`src/rtl/maxpool_flatten.sv`:
```
`default_nettype none
// ============================================================================
// Module   : maxpool_flatten
// Purpose  : streaming 2x2 signed max-pool; publishes the flattened pooled
//            frame with a one-cycle valid pulse. Optional macro POOL_RELU_EN
//            clamps each accepted pixel to >= 0 before pooling.
// Revision : 1.0
// ============================================================================
module maxpool_flatten #(
  parameter int DATA_W = 16,
  parameter int IMG_W  = 4,
  parameter int IMG_H  = 4
) (
  input  logic                     clk,
  input  logic                     reset_n,
  input  logic signed [DATA_W-1:0] pixel_in,
  input  logic                     valid_in,
  input  logic                     sof_in,
  output logic signed [DATA_W-1:0] pooled_vec [0:(IMG_W/2)*(IMG_H/2)-1],
  output logic                     valid_out,
  output logic                     frame_err
);

  localparam int HALF_W = IMG_W / 2;
  localparam int N_OUT  = HALF_W * (IMG_H / 2);
  localparam int C_W    = $clog2(IMG_W);
  localparam int R_W    = $clog2(IMG_H);
  localparam int HI_W   = (HALF_W > 1) ? $clog2(HALF_W) : 1;
  localparam int OI_W   = (N_OUT > 1) ? $clog2(N_OUT) : 1;

  localparam logic [0:0] S_IDLE  = 1'b0;
  localparam logic [0:0] S_ACCUM = 1'b1;

  logic [0:0]              state_q, state_d;
  logic [R_W-1:0]          r_q, r_d;
  logic [C_W-1:0]          c_q, c_d;
  logic signed [DATA_W-1:0] h_q, h_d;
  logic signed [DATA_W-1:0] rowbuf_q [0:HALF_W-1];
  logic signed [DATA_W-1:0] rowbuf_d [0:HALF_W-1];
  logic signed [DATA_W-1:0] outbuf_q [0:N_OUT-1];
  logic signed [DATA_W-1:0] outbuf_d [0:N_OUT-1];
  logic signed [DATA_W-1:0] pooled_q [0:N_OUT-1];
  logic signed [DATA_W-1:0] pooled_d [0:N_OUT-1];
  logic                    valid_out_q, valid_out_d;
  logic                    frame_err_q, frame_err_d;

  logic                    w_start;
  logic                    w_err;
  logic                    w_step;
  logic                    w_final;
  logic                    w_last;
  logic signed [DATA_W-1:0] w_px;
  logic signed [DATA_W-1:0] w_hmax;
  logic signed [DATA_W-1:0] w_win;
  logic [HI_W-1:0]         w_hidx;
  logic [OI_W-1:0]         w_oidx;

`ifdef POOL_RELU_EN
  assign w_px = pixel_in[DATA_W-1] ? '0 : pixel_in;
`else
  assign w_px = pixel_in;
`endif

  assign w_last = (r_q == R_W'(IMG_H - 1)) && (c_q == C_W'(IMG_W - 1));
  assign w_hidx = HI_W'(c_q >> 1);
  assign w_oidx = OI_W'((32'(r_q) >> 1) * HALF_W + (32'(c_q) >> 1));
  assign w_hmax = (w_px > h_q) ? w_px : h_q;
  assign w_win  = (rowbuf_q[w_hidx] > w_hmax) ? rowbuf_q[w_hidx] : w_hmax;

  always_ff @(posedge clk or negedge reset_n) begin : p_state_reg
    if (!reset_n) begin
      state_q <= S_IDLE;
    end else begin
      state_q <= state_d;
    end
  end

  always_comb begin : p_next_state
    state_d = state_q;
    case (state_q)
      S_IDLE:  if (valid_in && sof_in) state_d = S_ACCUM;
      S_ACCUM: if (valid_in && !sof_in && w_last) state_d = S_IDLE;
      default: state_d = S_IDLE;
    endcase
  end

  // A sof pixel always lands on (0,0), whether it opens or restarts a frame.
  always_comb begin : p_fsm_outputs
    w_start = 1'b0;
    w_err   = 1'b0;
    w_step  = 1'b0;
    w_final = 1'b0;
    case (state_q)
      S_IDLE: begin
        w_start = valid_in && sof_in;
      end
      S_ACCUM: begin
        if (valid_in) begin
          if (sof_in) begin
            w_start = 1'b1;
            w_err   = 1'b1;
          end else begin
            w_step  = 1'b1;
            w_final = w_last;
          end
        end
      end
      default: ;
    endcase
  end

  always_comb begin : p_datapath
    r_d         = r_q;
    c_d         = c_q;
    h_d         = h_q;
    rowbuf_d    = rowbuf_q;
    outbuf_d    = outbuf_q;
    pooled_d    = pooled_q;
    valid_out_d = w_final;
    frame_err_d = w_err;

    if (w_start) begin
      h_d = w_px;
      r_d = '0;
      c_d = C_W'(1);
    end else if (w_step) begin
      if (!c_q[0]) begin
        h_d = w_px;
      end else if (!r_q[0]) begin
        rowbuf_d[w_hidx] = w_hmax;
      end else begin
        outbuf_d[w_oidx] = w_win;
      end

      // Publish includes the window completed by this very pixel.
      if (w_final) begin
        pooled_d = outbuf_d;
        r_d      = '0;
        c_d      = '0;
      end else if (c_q == C_W'(IMG_W - 1)) begin
        c_d = '0;
        r_d = r_q + R_W'(1);
      end else begin
        c_d = c_q + C_W'(1);
      end
    end
  end

  always_ff @(posedge clk or negedge reset_n) begin : p_data_reg
    if (!reset_n) begin
      r_q         <= '0;
      c_q         <= '0;
      h_q         <= '0;
      rowbuf_q    <= '{default: '0};
      outbuf_q    <= '{default: '0};
      pooled_q    <= '{default: '0};
      valid_out_q <= 1'b0;
      frame_err_q <= 1'b0;
    end else begin
      r_q         <= r_d;
      c_q         <= c_d;
      h_q         <= h_d;
      rowbuf_q    <= rowbuf_d;
      outbuf_q    <= outbuf_d;
      pooled_q    <= pooled_d;
      valid_out_q <= valid_out_d;
      frame_err_q <= frame_err_d;
    end
  end

  assign pooled_vec = pooled_q;
  assign valid_out  = valid_out_q;
  assign frame_err  = frame_err_q;

endmodule
`default_nettype wire

```
`config.mk`:
```
export PLATFORM = sky130hd
export DESIGN_NAME = maxpool_flatten
export DESIGN_NICKNAME = d
export VERILOG_FILES = /design/src/rtl/maxpool_flatten.sv
export SDC_FILE = /design/constraint.sdc
export NUM_CORES = 1
export LEC_CHECK = 0
export ABC_AREA = 1
export CAP_MARGIN = 15
export CORE_MARGIN = 4
export CORE_UTILIZATION = 62
export CTS_CLUSTER_SIZE = 25
export DETAILED_ROUTE_END_ITERATION = 8
export PLACE_DENSITY = 0.85
export SYNTH_ARGS = -nofsm -noshare
export SYNTH_HDL_FRONTEND = slang
export SYNTH_SLANG_ARGS = --single-unit
```
`constraint.sdc`:
```
create_clock -name clk -period 8.6 [get_ports clk]
set_input_delay 1.72 -clock clk [delete_from_list [all_inputs] [get_ports clk]]
set_output_delay 1.72 -clock clk [all_outputs]
set_load 0.01 [all_outputs]
```
==> summary.md, run 1 <==
| Metric | Value |
|---|---|
| Overall power | approximately 3.5 mW |
| Layout cell share with drive strength beyond 1 | 11.3% |
| Slowest cell on crit path | clkdlybuf4s50_1 |
| Post-CTS Setup Inserts | 0 |
| Fmax achieved | between 150 and 200 MHz |
| IO Pins | 86 |
| Synth area leaders | dfrtp_1 49%, nand2_1 17%, nand3_1 11% |
| Reg2reg start | h_q[15] |
| Worst min-delay path class | register to register |
| Yosys top cell area share | 48.7% |
| Synthesized area per cell | just over 8 sq um |
| #FFs+latches synth | about 180 |
| Max IR drop VDD | 0.173 mV |
| Cell variety after synth | 30 |
| Final WL | 26.1 mm |
| Starting Density | approximately 64% |
| Full die area | between 15000 and 20000 sq um |
| Fillers | approximately 1000 |
| Critical path arrival | approximately 6.2 ns |
| Final Core Density | roughly three quarters |
| Vias in the first global route | 8353 |
| Core area | 14700 sq um |
| Routability cong. | roughly 1.0 |
| Mapped cell area | around 9400 sq um |
| Hold-fix buffers, CTS | 0 |
| Starting DRT DRC Count | 1025 |
| Syn_nets | between 1000 and 1500 |
| Wire per inst | ~18 um |
| Drt first pass iters | 5 |
| Worst-path cell chain | clkdlybuf4s50_1 > ha_1 > a21oi_1 > o21ai_1 > a21oi_1 > nand3_2 > nand3_4 > nand2_1 > nand2_1 > ha_1 > a21oi_1 > o21ai_0 > nand2_1 > nand2_1 > nand2_1 > nand3_2 > nand3_4 > nand3_2 > nand3_1 > nand3_1 > nand2_1 |
| Commonest non-fill, non-tap cells in the layout | 414 x nand2_1, 198 x nand3_1, 183 x dfrtp_1 |
| Vias post-DR | between 8000 and 9000 |
| Clock Latency Late Sink | between 0.4 and 0.5 ns |
| Initial antenna violation count | 0 |
| Port Buf Inserts | 85 |
| Clock transition at path regs | 0.07 ns |
| Most frequent CP cell | nand2_1 |
| Tcrit/Tclk final | 67.9% |
| DRC viols | 0 |
| Clock Skews | 0.00894 ns |
| H-tree depth | 4 |
| Root Driver | clkbuf_16 |
| Post-synthesis sequential area ratio | between 40 and 50% |
| Yosys top cell by area | dfrtp_1 |
| Min Tclk post-route | ~6 ns |
| Final #Nets | about 1300 |
| P&R area growth vs syn | 16.4% |
| CTS buffer count | 17 |
| Max transition margin | between 30% and 40% |
| Synth warn | 0 |
| Final std cell area, no fill | about 11000 sq um |
| First-pass GRT wire length | between 40 and 50 mm |
| Worst setup path start | pixel_in[15] |
| CTS tree | yes |
| Power density over the cells | 316 nW/um^2 |
| GR Overflow Total | 0 |
| Critical Path Max Stage Delay | 0.45 ns |
| Die Ht | approximately 130 um |
| RSZ-0062 raised after global routing | false |
| Leakage | ~5.8 nW |
| Status | complete, no violations |
| Reg-to-reg slack, setup | around 4.1 ns |
| Dpl cell area | ~10000 sq um |
| Die Wd | about 130 um |
| CTS sink count | about 180 |
| Leading cell type in the layout, fill and taps excluded | nand2_1 |
| Setup TNS | 0 ns |
| Hpwl dp | roughly 17 mm |
| Bufs on Longest Clock Path | 2 |
| Worst Setup End Kind | register |
| Tightest Pin Transition | ~1.0 ns |
| Via-to-Cell Ratio | around 6.0 |
| # rows | 44 |
| R2R Path End | pooled_vec[25] |
| Global Route Usage Sum | between 30% and 40% |
| Crit Path Class | primary input to register |
| Post-CTS resize count | 0 |
| Largest net degree at the start of global routing | 100 |
| Critical Path Start Type | primary input |
| R2R cell count | 21 |
| Crit-path max FO | 17 |
| Final Hold Vio Count | 0 |
| Worst endpoint required time | 8.97 ns |
| Max-Cap Viols | 0 |
| Post-DRT Antenna Nets | 0 |
| Syn Inst Count | ~1200 |
| Antenna Cells | 0 |
| Critical Path End | pooled_vec[25] |
| # setup viols final | 0 |
| Max Slew Vio Count | 0 |
-- power by group --
group | internal [mW] | switching, mW
clock | 0.466 | 0.358
combinational | 0.474 | 0.919
sequential | 1.11 | 0.139
total | 2.05 | 1.42
-- worst max-delay path: cells and delay by family --
kind | cells | cell delay [ns]
and+or+nand+nor | 13 | 2.60
AOI/OAI and AO/OA | 5 | 0.80
adders and majority gates | 2 | 0.63
buffers and inverters | 1 | 0.45
-- through the flow --
stage          setup slack (ns)  hold WS (ns)  cells
3_5_place_dp               2.47         0.459   1379
2_1_floorplan              3.92         0.442   1161
6_report                   2.76         0.474   1412
3_3_place_gp               2.64         0.453   1379
4_1_cts                    2.85         0.478   1411
5_1_grt                    2.50         0.497   1412
-- synthesized netlist by cell type --
master / number
nand3_1: 199
a31oi_1: 1
o21a_1: 1
nor3_1: 2
nand2_1: 414
or2_2: 64
o21ai_0: 56
nor2_1: 13
buf_6: 1
clkinv_1: 1
and2_1: 1
a21o_1: 1
buf_8: 1
clkbuf_1: 39
nor4_1: 2
dfrtp_1: 183
buf_4: 2
a21oi_1: 16
o21ai_1: 1
buf_1: 1
inv_1: 52
nor3_2: 1
nand3_4: 6
mux2_2: 1
ha_1: 34
nand2_4: 2
nand4_1: 35
nand3_2: 14
nor2_2: 1
buf_2: 16
-- cells by family (layout without fill, tap and decap cells) --
kind of cell	after synthesis	in the layout	share of synthesized area [%]
AO/OA/AOI/OAI	76	76	4.11
adder cells (fa/ha/maj)	34	34	4.52
buffers and inverters	113	180	5.00
flip-flops	183	183	48.7
multiplexers	1	1	0.120
AND/OR/NAND/NOR	754	754	37.5
-- routing by layer --
layer	GRT usage (%)	vias up	share of wire [%]
met4	11.6	0	3.1
li1	-	3938	-
met1	43.7	4067	42
met3	5.05	72	8.1
met2	48.5	445	47
met5	0	-	0
-- state kept, by name, summed over array words and instances, names as in the netlist --
register    flops
rowbuf_q       32
r_q             2
valid_out       1
outbuf_q       64
c_q             2
h_q            16
pooled_vec     64
state_q         1
frame_err       1
-- cell type report --
cell class / count / area (sq um) / area share (%)
inverter: 53 / 199 / 1.82
multi-input combinational: 865 / 4390 / 40.1
sequential: 183 / 4580 / 41.8
clock buffer: 17 / 425 / 3.89
clock inverter: 15 / 193 / 1.76
timing repair buffer: 95 / 935 / 8.54
tap: 184 / 230 / 2.10
-- worst min-delay path by stage --
stage	start	endpoint	slack, ns	cells past startpoint
3_3_place_gp	outbuf_q[25]	outbuf_q[25]	0.45	2
4_1_cts	outbuf_q[17]	outbuf_q[17]	0.48	2
2_1_floorplan	outbuf_q[0]	outbuf_q[0]	0.44	2
3_5_place_dp	outbuf_q[20]	outbuf_q[20]	0.46	2
5_1_grt	outbuf_q[11]	outbuf_q[11]	0.50	2
6_report	outbuf_q[20]	outbuf_q[20]	0.47	2
No activity file was read; power rests on OpenSTA's default activity.
==> run 2: changes to the inputs <==
--- a/config.mk
+++ b/config.mk
@@ -8,10 +8,10 @@
 export ABC_AREA = 1
 export CAP_MARGIN = 15
 export CORE_MARGIN = 4
-export CORE_UTILIZATION = 62
+export CORE_UTILIZATION = 58
 export CTS_CLUSTER_SIZE = 25
 export DETAILED_ROUTE_END_ITERATION = 8
-export PLACE_DENSITY = 0.85
+export PLACE_DENSITY = 0.8
 export SYNTH_ARGS = -nofsm -noshare
 export SYNTH_HDL_FRONTEND = slang
 export SYNTH_SLANG_ARGS = --single-unit
==> constraint.sdc (replaced) <==
create_clock -name clk -period 5.77 [get_ports clk]
set_input_delay 1.154 -clock clk [delete_from_list [all_inputs] [get_ports clk]]
set_output_delay 1.154 -clock clk [all_outputs]
set_load 0.01 [all_outputs]
==> run 2 against run 1 <==
  * Sequential share of layout area fell by 0.053 points
  * Sequential cell count did not move
  * Clock-buffer cell count rose by 2
  * Critical endpoint unchanged
  * Largest power group unchanged
  * Worst hold slack barely moved
  * Via count fell by 0.86%
==> summary.md, run 2 (synthesized netlist as in run 1, its figures left out) <==
| Metric | Value |
|---|---|
| Status | complete, no violations |
| Layout cell share with drive strength beyond 1 | 11.2% (-0.072 points) |
| Register area | 4580 sq um (unchanged) |
| GR Overflow Total | 0 (unchanged) |
| Fillers | 1296 (+24%) |
| Placed cells | 1413 (+2.5%) |
| Slowest cell on crit path | clkdlybuf4s50_1 |
| Post-CTS resize count | 0 (unchanged) |
| Worst setup margin | 0.568 ns (-2.20 ns) |
| Most frequent CP cell | nand2_1 |
| Wire per inst | 18.2 um (-1.4%) |
| CTS tree | yes |
| Critical Path Max Stage Delay | 0.45 ns (about the same) |
| Crit-path max FO | 17 (unchanged) |
| Hpwl dp | 17.5 mm (+0.76%) |
| IO Pins | 86 (unchanged) |
| Multi-input combinational cell area | 4390 sq um (unchanged) |
| # setup viols final | 0 (unchanged) |
| Starting DRT DRC Count | 1036 (+1.1%) |
| Final Core Density | 69.0% (-5.5 points) |
| Min Tclk post-route | 5.20 ns |
| Crit Path Class | primary input to register |
| Via-to-Cell Ratio | 5.86 (-3.0%) |
| Worst-path cell chain | clkdlybuf4s50_1 > ha_1 > nand2_1 > nor3_2 > nand2_1 > nand3_2 > nand3_4 > nand2_1 > nand2_1 > ha_1 > a21oi_1 > o21ai_0 > nor2_1 > nand3_2 > nand3_4 > nand3_2 > nand3_1 > nand3_1 > nand2_1 |
| Dpl cell area | 10400 sq um (+0.53%) |
| First-pass GRT wire length | 42.9 mm (unchanged) |
| Starting Density | 59.2% (-4.8 points) |
| Worst Setup End Kind | register |
| Clock Skews | 0.0108 ns (+0.00181 ns) |
| DRC viols | 0 (unchanged) |
| Fmax achieved | between 150 and 200 MHz |
| Vias in the first global route | 8338 (-0.18%) |
| Critical Path Start Type | primary input |
| Worst slack, placed | 0.274 ns (-2.20 ns) |
| Max transition margin | 32.5% (+2.0 points) |
| Global Route Usage Sum | 29.8% (-1.0 points) |
| Largest net degree at the start of global routing | 89 (-11%) |
| Initial antenna violation count | 0 (unchanged) |
| Root Driver | clkbuf_16 |
| Max IR drop VDD | 0.275 mV (+59%) |
| Final #Nets | 1271 (+0.16%) |
| Setup TNS | 0 ns (unchanged) |
| Leading cell type in the layout, fill and taps excluded | nand2_1 |
| Core area | 15900 sq um (+8.1%) |
| Die Ht | 135 um (+3.2%) |
| Tcrit/Tclk final | about nine tenths |
| Port Buf Inserts | 85 (unchanged) |
| Clock Latency Late Sink | 0.44 ns (about the same) |
| WHS | 0.474 ns (+0.000398 ns) |
| Max-Cap Viols | 0 (unchanged) |
| CTS sink count | 183 (unchanged) |
| Max Slew Vio Count | 0 (unchanged) |
| Worst min-delay path class | register to register |
| Bufs on Longest Clock Path | 2 (unchanged) |
| Hold-fix buffers, CTS | 0 (unchanged) |
| Post-Layout Cell Count | 1443 (+2.2%) |
| H-tree depth | 4 (unchanged) |
| # rows | 46 (+4.5%) |
| P&R area growth vs syn | 16.6% |
| Leakage | 5.74 nW (-0.38%) |
| Final Hold Vio Count | 0 (unchanged) |
| Routability cong. | 1.03 (+3.0%) |
| RSZ-0062 raised after global routing | false |
| Tightest Pin Transition | 1.01 ns (-0.0293 ns) |
| Clock transition at path regs | 0.07 ns (about the same) |
| Antenna Cells | 0 (unchanged) |
| Critical path arrival | 5.57 ns (-0.64 ns) |
| Commonest non-fill, non-tap cells in the layout | 414 x nand2_1, 198 x nand3_1, 183 x dfrtp_1 |
| Post-DRT Antenna Nets | 0 (unchanged) |
| Overall power | 5.08 mW (+47%) |
| Post-CTS Setup Inserts | 0 (unchanged) |
| Die Wd | 135 um (+3.2%) |
| Final std cell area, no fill | 11000 sq um (+0.13%) |
| CTS buffer count | 17 (unchanged) |
| Final WL | 26.3 mm (+0.79%) |
| Drt first pass iters | 6 (+1) |
| Full die area | 18300 sq um (+6.5%) |
| Vias post-DR | 8449 (-0.86%) |
| Power density over the cells | 463 nW/um^2 (+47%) |
| Worst endpoint required time | 6.14 ns (-2.83 ns) |
run 2: cell type report:
type	count	area share, %
timing repair buffer	97	8.66
inverter	53	1.81
tap	216	2.47
clock buffer	19	4.13
multi-input combinational	865	40.0
clock inverter	10	1.13
sequential	183	41.8
run 2: worst max-delay path: cells and delay by family:
kind	cells	cell delay, ns
simple gates	14	2.95
fa+ha+maj	2	0.72
buf+inv	1	0.45
compound gates	2	0.27
run 2: metal layers:
layer,part of all wire [%],up-vias,global-route usage [%]
met5,0,-,0
met4,3.7,0,12.4
met3,7.3,80,5.98
met2,47,365,47.0
met1,42,4056,40.8
li1,-,3948,-
run 2: power breakdown:
group	total (mW)	internal, mW	leakage (nW)	switching, mW
combinational	2.06	0.708	3.04	1.36
sequential	1.85	1.65	2.43	0.207
clock	1.16	0.658	0.278	0.503
run 2: path summary, 6_finish.rpt:
path / startpoint / endpoint / slack [ns] / depth (start not counted)
worst max-delay path: pixel_in[15] / pooled_vec[25] / 0.57 / 19
worst min-delay path: outbuf_q[20] / outbuf_q[20] / 0.47 / 2
worst max register to register: h_q[9] / pooled_vec[25] / 1.36 / 21
worst min register to register: outbuf_q[20] / outbuf_q[20] / 0.47 / 2
max in group asynchronous: reset_n / outbuf_q[37] / 3.80 / 2
min in group asynchronous: reset_n / rowbuf_q[6] / 0.79 / 1
==> run 3: changes to the inputs <==
--- a/config.mk
+++ b/config.mk
@@ -11,6 +11,7 @@
 export CORE_UTILIZATION = 58
 export CTS_CLUSTER_SIZE = 25
 export DETAILED_ROUTE_END_ITERATION = 8
+export MAX_ROUTING_LAYER = met4
 export PLACE_DENSITY = 0.8
 export SYNTH_ARGS = -nofsm -noshare
 export SYNTH_HDL_FRONTEND = slang
==> run 3 against run 2 <==
  * First-iteration DRC count shrank 6.2%
  * Fmax grew 0.46%
  * Register-to-register slack is essentially flat
  * Wire length shrank 2.4%
  * Core utilization is essentially flat
  * Power shrank 0.88%
  * Global-route usage is essentially flat
==> summary.md, run 3 (synthesized netlist as in run 1, its figures left out) <==
| Metric | Value |
|---|---|
| Final #Nets | 1271 (unchanged) |
| Initial antenna violation count | 0 (unchanged) |
| Critical Path Max Stage Delay | 0.45 ns (about the same) |
| Via-to-Cell Ratio | 5.81 (-0.72%) |
| RSZ-0062 raised after global routing | false |
| Layout cell share with drive strength beyond 1 | 11.4% (+0.14 points) |
| Vias in the first global route | 7985 (-4.2%) |
| Max Slew Vio Count | 0 (unchanged) |
| DRC viols | 0 (unchanged) |
| Max transition margin | 32.7% (+0.15 points) |
| Worst setup margin | 0.592 ns (+0.0240 ns) |
| Port Buf Inserts | 85 (unchanged) |
| Clock Latency Late Sink | 0.44 ns (about the same) |
| Overall power | 5.03 mW (-0.88%) |
| CP top delay family | simple AND/OR/NAND/NOR gates |
| Critical path arrival | 5.55 ns (-0.02 ns) |
| Crit Path Class | primary input to register |
| H-tree depth | 4 (unchanged) |
| # setup viols final | 0 (unchanged) |
| Worst endpoint required time | 6.14 ns (about the same) |
| Tightest Pin Transition | 1.01 ns (-0.00229 ns) |
| Most frequent CP cell | nand2_1 |
| Routability cong. | 1.01 (-1.4%) |
| Wire per inst | 17.7 um (-2.5%) |
| First-pass GRT wire length | 41.5 mm (-3.2%) |
| Hold-fix buffers, CTS | 0 (unchanged) |
| Max IR drop VDD | 0.264 mV (-4.1%) |
| Final Hold Vio Count | 0 (unchanged) |
| Full die area | 18300 sq um (unchanged) |
| Fmax achieved | 193 MHz (+0.46%) |
| Antenna Cells | 0 (unchanged) |
| Crit path buf inv count | 2 (+1) |
| Critical Path Start Type | primary input |
| P&R area growth vs syn | 16.5% (about the same) |
| Max-Cap Viols | 0 (unchanged) |
| Worst Setup End Kind | register |
| Die Ht | 135 um (unchanged) |
| Starting Density | 59.2% (unchanged) |
| Clock transition at path regs | 0.07 ns (about the same) |
| Post-CTS Setup Inserts | 0 (unchanged) |
| Setup TNS | 0 ns (unchanged) |
| Final Core Density | 69.0% (about the same) |
| Drt first pass iters | 6 (unchanged) |
| Worst min-delay path class | register to register |
| Final WL | 25.6 mm (-2.4%) |
| Die Wd | 135 um (unchanged) |
| GR Overflow Total | 0 (unchanged) |
| Hpwl dp | 17.3 mm (-1.4%) |
| Clock Skews | 0.0115 ns (+0.000712 ns) |
| Worst slack, placed | 0.332 ns (+0.0583 ns) |
| Post-CTS resize count | 0 (unchanged) |
| Root Driver | clkbuf_16 |
| Vias post-DR | 8400 (-0.58%) |
| CTS tree | yes |
| Commonest non-fill, non-tap cells in the layout | 414 x nand2_1, 198 x nand3_1, 183 x dfrtp_1 |
| Crit-path max FO | 17 (unchanged) |
| Tcrit/Tclk final | 89.7% (-0.42 points) |
| Status | complete, no violations |
| Core area | 15900 sq um (unchanged) |
| CTS sink count | 183 (unchanged) |
| Slowest cell on crit path | clkdlybuf4s50_1 |
| Bufs on Longest Clock Path | 2 (unchanged) |
| Min Tclk post-route | 5.18 ns (-0.0240 ns) |
| Worst-path cell chain | clkdlybuf4s50_1 > ha_1 > a21oi_1 > nand2_1 > a21oi_1 > nand3_2 > nand3_4 > nand2_1 > nand2_1 > ha_1 > nand2_1 > inv_1 > o21ai_0 > a21oi_1 > nor2_1 > nand3_2 > nand3_4 > nand3_2 > nand3_1 > nand3_1 > nand2_1 |
| Post-DRT Antenna Nets | 0 (unchanged) |
| Leading cell type in the layout, fill and taps excluded | nand2_1 |
| Largest net degree at the start of global routing | 84 (-5.6%) |
| Power density over the cells | 460 nW/um^2 (-0.82%) |
| # rows | 46 (unchanged) |
| IO Pins | 86 (unchanged) |
| Fillers | 1290 (-0.46%) |
| CTS buffer count | 17 (unchanged) |
| Global Route Usage Sum | 29.8% (about the same) |
| Leakage | 5.73 nW (-0.15%) |
| Starting DRT DRC Count | 972 (-6.2%) |
[run 3: cell types whose count changed in the layout (fill, tap and decap cells not counted), sizes merged]
cell / before / now
clkinv: 6 / 5
bufinv: 2 / 1
clkinvlp: 2 / 4
inv: 53 / 55
[run 3: power by group]
group | total, mW | internal, mW | switching (mW)
Sequential | 1.85 | 1.65 | 0.203
Combinational | 2.04 | 0.706 | 1.34
Clock | 1.14 | 0.621 | 0.521
Total | 5.03 | 2.97 | 2.06
[run 3: cell type report]
cell class | count | area (sq um) | area share, %
Multi-Input combinational cell | 865 | 4390 | 40.0
Timing Repair Buffer | 97 | 950 | 8.67
Tap cell | 216 | 270 | 2.47
Clock buffer | 19 | 453 | 4.13
Sequential cell | 183 | 4580 | 41.8
Clock inverter | 12 | 118 | 1.07
Inverter | 53 | 199 | 1.82
[run 3: worst register-to-register path, cell delays in order, from the launching register on]
cell,delay (ns)
dfrtp_1,0.33
inv_1,0.07
ha_1,0.36
nand2_1,0.12
nor3_2,0.26
nand2_1,0.12
nand3_2,0.27
nand3_4,0.24
nand2_1,0.17
nand2_1,0.12
ha_1,0.33
nand2_1,0.06
inv_1,0.04
o21ai_0,0.18
a21oi_1,0.12
nor2_1,0.16
nand3_2,0.33
nand3_4,0.44
nand3_2,0.24
nand3_1,0.20
nand3_1,0.09
nand2_1,0.10
[run 3: final timing paths]
path,startpoint,end,slack (ns),depth (start not counted)
hold / removal,outbuf_q[52],outbuf_q[52],0.47,2
setup reg to reg,h_q[15],outbuf_q[56],1.37,21
max in group asynchronous,reset_n,pooled_vec[47],3.88,2
hold reg to reg,outbuf_q[52],outbuf_q[52],0.47,2
min in group asynchronous,reset_n,r_q[1],0.72,1
setup / recovery,pixel_in[11],outbuf_q[56],0.59,21
[run 3: routing by layer]
layer	vias to the layer above	share of wire [%]	GRT usage, %
met5	-	0	-
met4	0	3.2	10.0
met3	73	8.0	6.87
met2	384	46	44.1
met1	4004	43	41.0
li1	3939	-	-
[run 3: through the flow]
step / hold WS, ns / area [sq um] / instances
floorplan: 0.442 / 9400 / 1161
global placement: 0.453 / 10400 / 1413
detailed placement: 0.458 / 10400 / 1413
CTS: 0.476 / 10900 / 1444
global route: 0.494 / 11000 / 1445
finish: 0.475 / 11000 / 1445
